<file path="src/rtl/eqed_inject_ctrl.sv">
// eqed_inject_ctrl: E-QED single-cycle bit-flip injection sequencer.
// Holds the DUT in reset and then releases it. Fires a one-hot eqed_sel on the
// chosen cycle, times the MISR capture window and reports detection.
// Optional feature: define EQED_INJECT_SWEEP_EN to sweep (ff index, cycle)
// pairs back-to-back up to cyc_max. Without it, each start makes one run.
module eqed_inject_ctrl #(
  parameter int unsigned N_FF   = 8,
  parameter int unsigned SEL_W  = 4,
  parameter int unsigned CYC_W  = 10,
  parameter int unsigned WINDOW = 5
) (
  input  logic             clk,
  input  logic             rst,
  input  logic             start,
  input  logic [SEL_W-1:0] ff_idx,
  input  logic [CYC_W-1:0] inj_cyc,
  input  logic [CYC_W-1:0] cyc_max,
  input  logic             misr_ok,
  output logic             busy,
  output logic             dut_rst,
  output logic [N_FF-1:0]  eqed_sel,
  output logic             error_injected,
  output logic [CYC_W-1:0] cycle_count,
  output logic             capture,
  output logic [SEL_W-1:0] cur_idx,
  output logic [CYC_W-1:0] cur_cyc,
  output logic             done,
  output logic             detected,
  output logic             last
);

  localparam int unsigned      WIN_W    = $clog2(WINDOW + 1);
  localparam int unsigned      CYC_XW   = CYC_W + 1;
  localparam logic [WIN_W-1:0] WIN_LAST = WIN_W'(WINDOW - 1);
  localparam logic [SEL_W-1:0] IDX_LIM  = SEL_W'(N_FF);
  localparam logic [SEL_W-1:0] IDX_TOP  = SEL_W'(N_FF - 1);
  localparam logic [CYC_W-1:0] CYC_SAT  = '1;

  typedef enum logic [2:0] {
    S_IDLE,
    S_DRST,
    S_RUN,
    S_CAPT,
    S_REPORT
  } state_t;

  state_t           state, state_nxt;
  logic [WIN_W-1:0] win_cnt, win_nxt;
  logic [CYC_W-1:0] cnt_nxt, cnt_inc;
  logic [SEL_W-1:0] idx_nxt, idx_adv;
  logic [CYC_W-1:0] cyc_nxt, cyc_adv;
  logic             err_nxt, done_nxt, det_nxt, last_nxt;
  logic             busy_nxt, dut_rst_nxt, capture_nxt;
  logic             inject_c, run_end_c, final_run;

  // Injection fires for one RUN cycle when the counter hits the target cycle
  assign inject_c  = (state == S_RUN) && (cycle_count == cur_cyc) &&
                     (cur_cyc != '0) && (cur_idx < IDX_LIM);
  assign eqed_sel  = inject_c ? (N_FF'(1) << cur_idx) : '0;
  // RUN ends on the target cycle, after cycle 1 for a zero target, or on saturation
  assign run_end_c = (cycle_count == cur_cyc) ||
                     ((cur_cyc == '0) && (cycle_count == CYC_W'(1))) ||
                     (cycle_count == CYC_SAT);
  assign cnt_inc   = (cycle_count == CYC_SAT) ? cycle_count
                                              : cycle_count + CYC_W'(1);

`ifdef EQED_INJECT_SWEEP_EN
  logic [CYC_W-1:0]  cyc_lim;
  logic [CYC_XW-1:0] cyc_adv_x;

  // Next sweep point; a golden preamble index restarts at FF 0 on the same cycle
  always_comb begin
    idx_adv   = cur_idx + SEL_W'(1);
    cyc_adv_x = {1'b0, cur_cyc};
    if (cur_idx >= IDX_LIM) begin
      idx_adv = '0;
    end else if (cur_idx == IDX_TOP) begin
      idx_adv   = '0;
      cyc_adv_x = {1'b0, cur_cyc} + CYC_XW'(1);
    end
  end

  assign cyc_adv   = cyc_adv_x[CYC_W-1:0];
  assign final_run = cyc_adv_x > {1'b0, cyc_lim};

  // Sweep limit captured at start so the campaign bound cannot move mid-sweep
  always_ff @(posedge clk) begin
    if (rst) begin
      cyc_lim <= '0;
    end else if ((state == S_IDLE) && start) begin
      cyc_lim <= cyc_max;
    end
  end
`else
  logic unused_cyc_max;

  assign idx_adv        = cur_idx;
  assign cyc_adv        = cur_cyc;
  assign final_run      = 1'b1;
  assign unused_cyc_max = ^cyc_max;
`endif

  // Next-state and next-output logic
  always_comb begin
    state_nxt = state;
    win_nxt   = win_cnt;
    cnt_nxt   = cycle_count;
    idx_nxt   = cur_idx;
    cyc_nxt   = cur_cyc;
    err_nxt   = error_injected;
    done_nxt  = 1'b0;
    det_nxt   = 1'b0;
    last_nxt  = 1'b0;
    unique case (state)
      S_IDLE: begin
        if (start) begin
          idx_nxt   = ff_idx;
          cyc_nxt   = inj_cyc;
          state_nxt = S_DRST;
        end
      end
      S_DRST: begin
        err_nxt   = 1'b0;
        cnt_nxt   = CYC_W'(1);
        state_nxt = S_RUN;
      end
      S_RUN: begin
        cnt_nxt = cnt_inc;
        if (inject_c) begin
          err_nxt = 1'b1;
        end
        if (run_end_c) begin
          win_nxt   = '0;
          state_nxt = S_CAPT;
        end
      end
      S_CAPT: begin
        cnt_nxt = cnt_inc;
        win_nxt = win_cnt + WIN_W'(1);
        if (win_cnt == WIN_LAST) begin
          done_nxt  = 1'b1;
          det_nxt   = ~misr_ok;
          last_nxt  = final_run;
          state_nxt = S_REPORT;
        end
      end
      S_REPORT: begin
        if (last) begin
          state_nxt = S_IDLE;
        end else begin
          idx_nxt   = idx_adv;
          cyc_nxt   = cyc_adv;
          state_nxt = S_DRST;
        end
      end
      default: state_nxt = S_IDLE;
    endcase
    busy_nxt    = (state_nxt != S_IDLE);
    dut_rst_nxt = !((state_nxt == S_RUN) || (state_nxt == S_CAPT));
    capture_nxt = (state_nxt == S_CAPT);
  end

  // State, datapath and registered outputs
  always_ff @(posedge clk) begin
    if (rst) begin
      state          <= S_IDLE;
      win_cnt        <= '0;
      cycle_count    <= '0;
      cur_idx        <= '0;
      cur_cyc        <= '0;
      error_injected <= 1'b0;
      done           <= 1'b0;
      detected       <= 1'b0;
      last           <= 1'b0;
      busy           <= 1'b0;
      dut_rst        <= 1'b1;
      capture        <= 1'b0;
    end else begin
      state          <= state_nxt;
      win_cnt        <= win_nxt;
      cycle_count    <= cnt_nxt;
      cur_idx        <= idx_nxt;
      cur_cyc        <= cyc_nxt;
      error_injected <= err_nxt;
      done           <= done_nxt;
      detected       <= det_nxt;
      last           <= last_nxt;
      busy           <= busy_nxt;
      dut_rst        <= dut_rst_nxt;
      capture        <= capture_nxt;
    end
  end

endmodule

</file>
<file path="config.mk">
export PLATFORM = sky130hd
export DESIGN_NAME = eqed_inject_ctrl
export DESIGN_NICKNAME = d
export VERILOG_FILES = /design/src/rtl/eqed_inject_ctrl.sv
export SDC_FILE = /design/constraint.sdc
export NUM_CORES = 1
export LEC_CHECK = 0
export BUFFER_PORTS_ARGS = -buffer_cell sky130_fd_sc_hd__buf_2
export CORE_ASPECT_RATIO = 0.6
export CORE_MARGIN = 8
export CORE_UTILIZATION = 44
export CTS_CLUSTER_DIAMETER = 30
export DETAILED_ROUTE_END_ITERATION = 12
export PLACE_DENSITY = 0.76
export SYNTH_ARGS = -nofsm -noshare
export SYNTH_HDL_FRONTEND = slang
export SYNTH_SLANG_ARGS = --single-unit
</file>
<file path="constraint.sdc">
create_clock -name clk -period 1.5 [get_ports clk]
set_input_delay 0.075 -clock clk [delete_from_list [all_inputs] [get_ports clk]]
set_output_delay 0.075 -clock clk [all_outputs]
set_load 0.05 [all_outputs]
</file>
==> run summary <==
status - complete, but fails checks
failing checks - setup timing
num rows - 17
top cells by area, synth - dfxtp_1 (41%), nand2_1 (8.0%), a21oi_1 (7.2%)
Non-Filler Instances - 375
Max clock buf depth - 2
WP data required - 1.42 ns
fin crit share - 140%
pwr dens - 1030 nW/um^2
WL/cell - 18.6 um
DR vias/cell - 5.49
Yosys top cell by area - dfxtp_1
CTS tree - yes
fin nets - 360
Starting Density - 46.7%
Final WS setup - -0.595 ns
total grt overflow - 0
synthesized area per cell - 8.01 um^2
share of flip-flops with an asynchronous set or reset - 0%
Clock Power Share - 21.3%
sum of buffers and inverters on the critical path - 2
Post-synth EDFFs - 0
Post-synth top flop - dfxtp_1
MaxCap Viol Count - 0
top cell type's share of synthesized area - 41.3%
multi-input logic area - 1290 um^2
largest net degree at the start of global routing - 18
Pleak - 1.26 nW
Remaining DRCs - 0
layout cells sized above 1 - 61.3%
Worst Hold Class - in -> reg
sequential group share of total power - 35.6%
die area - 6310 um^2
via count - 2060
input/output buffers - 56
Worst slew margin - 73.6%
critical path class - reg -> out
CTS buffer count - 5
Max FO, Critical Path - 4
fmax - 0.477 GHz
CTS sink count - 36
final hold viol count - 0
CTS Root Cell - clkbuf_8
initial antenna violation count - 0
Startpoint Class - flip-flop
setup violators final - 23
register area share after synthesis - 41.3%
Final min period - 2.10 ns
Die Height - 64.8 um
boundary pin count - 67
Routed Antenna Nets - 0
first-pass GRT wire length - 9590 um
max-slew violations - 0
crit-path leading delay family - simple AND/OR/NAND/NOR gates
most frequent cells in the layout - buf_2 (48), buf_4 (48), nand2_1 (36)
slowest cell delay on critical path - 0.36 ns
endpoint type of the worst setup path - output port
final core utilization - 82.3%
Worst-Margin Slew - 0.395 ns
vias in the first global route - 1930
GP Congestion - 0.857
register area - 783 um^2
Initial DRC Count - 68
synthesized area - 1750 um^2
core area - 3740 um^2
RSZ-0062 raised after global routing - true
final wirelength - 6970 um
cells after synthesis - 218
final worst clock skew - 0.0131 ns
Synth Register Bits - 36
DP Cell Count - 359
switching share of power - 39.1%
clk_lat worst skew - 0.30 ns
Area Overhead vs Synth - 76.3%
Fill cells - 223
WP data arrival - 2.02 ns
# diodes - 0
All-Layer GR Usage - 18.9%
Die Width - 97.3 um
NetSw - 1.24 mW
logic gate share of total power - 43.1%
Internal - 1.93 mW
Crit-path slowest cell - dfxtp_4
post-DP HPWL - 4430 um
distinct cell type count after synthesis - 36
CTS H-tree lvls - 2
Synthesized Nets - 250
CP cell instances - xnor2_2, nand4_2, nor4_4, buf_4, nand3_4, nor3_4, buf_6
Max VDD drop - 0.865 mV
Clock transition at path regs - 0.08 ns
1st-pass router iterations - 4
synth warn - 0
==> Yosys cell counts (all sizes together) (6+ instances only) <==
library cell   n
nand2         37
dfxtp         36
a21oi         25
nor2          24
xnor2         12
nor3          10
clkbuf         9
nor4           9
inv            6
nand3          6
==> registers in the layout, summed over array words and instances (netlist names) <==
| name | cells |
|---|---|
| cur_idx | 4 |
| busy | 1 |
| state | 3 |
| error_injected | 1 |
| dut_rst | 1 |
| last | 1 |
| detected | 1 |
| cycle_count | 10 |
| cur_cyc | 10 |
| capture | 1 |
| win_cnt | 3 |
==> layout make-up <==
type | instances | area share, %
well taps | 47 | 1.91
inverters | 6 | 0.731
multi-input cells | 163 | 42.0
repair buffers | 116 | 27.4
clock inverters | 1 | 0.163
flip-flops and latches | 36 | 25.4
clock buffers | 6 | 2.36
==> worst register-to-register path: stages, from the launching register on <==
cell	delay (ns)
dfxtp_4	0.37
buf_6	0.12
buf_6	0.10
ha_4	0.13
nand3_4	0.08
o41ai_2	0.37
buf_4	0.24
nor4_2	0.07
xnor2_1	0.19
nor2_1	0.07
==> final timing paths <==
kind,from,slack [ns],to,cells after the start
worst min register to register,cur_idx[3],0.48,cur_idx[3],2
worst max register to register,cycle_count[1],-0.34,cycle_count[9],9
worst min-delay path,ff_idx[0],0.008,cur_idx[0],3
worst max-delay path,cur_cyc[6],-0.60,eqed_sel[4],7
==> through the flow <==
| stage | cell area, um^2 | worst slack, ns | hold WS [ns] | power (mW) | TNS (ns) |
|---|---|---|---|---|---|
| 5_1_grt | 3080 | -0.659 | -0.00383 | 3.29 | -9.51 |
| 3_3_place_gp | 2620 | -0.304 | 0.232 | 2.18 | -3.15 |
| 6_report | 3080 | -0.595 | 0.00765 | 3.17 | -8.08 |
| 2_1_floorplan | 1950 | -0.613 | 0.147 | 1.79 | -4.23 |
| 4_1_cts | 2880 | -0.524 | 0.0104 | 2.95 | -5.49 |
| 3_5_place_dp | 2620 | -0.354 | 0.233 | 2.20 | -4.15 |
==> metal layers <==
metal	vias to the layer above	track usage (%)	wire length, um
met5	-	0	0
met4	0	6.57	76
met3	12	6.46	614
met2	100	31.0	3380
met1	978	22.8	2890
li1	970	-	-
==> cells by family (layout without fill, tap and decap cells) <==
kind of cell,count (synthesis),in the layout,share of synthesized area (%)
AOI/OAI and AO/OA,38,38,13.2
and+or+nand+nor,107,107,30.7
adders and majority gates,4,4,2.87
DFF,36,36,41.3
buffers and inverters,19,129,4.51
xor gates and xnor gates,14,14,7.45
==> what timing repair did <==
action	in CTS	in global routing
pin swaps	14	17
endpoints found under the setup margin	21	39
gates resized for setup	34	40
endpoints found under the hold margin	1	0
hold buffers	1	0
buffers inserted	4	7
==> power groups by stage <==
stage          sequential [mW]  clock, mW  combinational [mW]
3_5_place_dp              1.12          0                1.09
5_1_grt                   1.14      0.724                1.43
3_3_place_gp              1.11          0                1.06
4_1_cts                   1.10      0.659                1.19
6_report                  1.13      0.675                1.37
2_1_floorplan             1.34          0               0.447
Note: power is estimated with default switching activity, not from simulation.
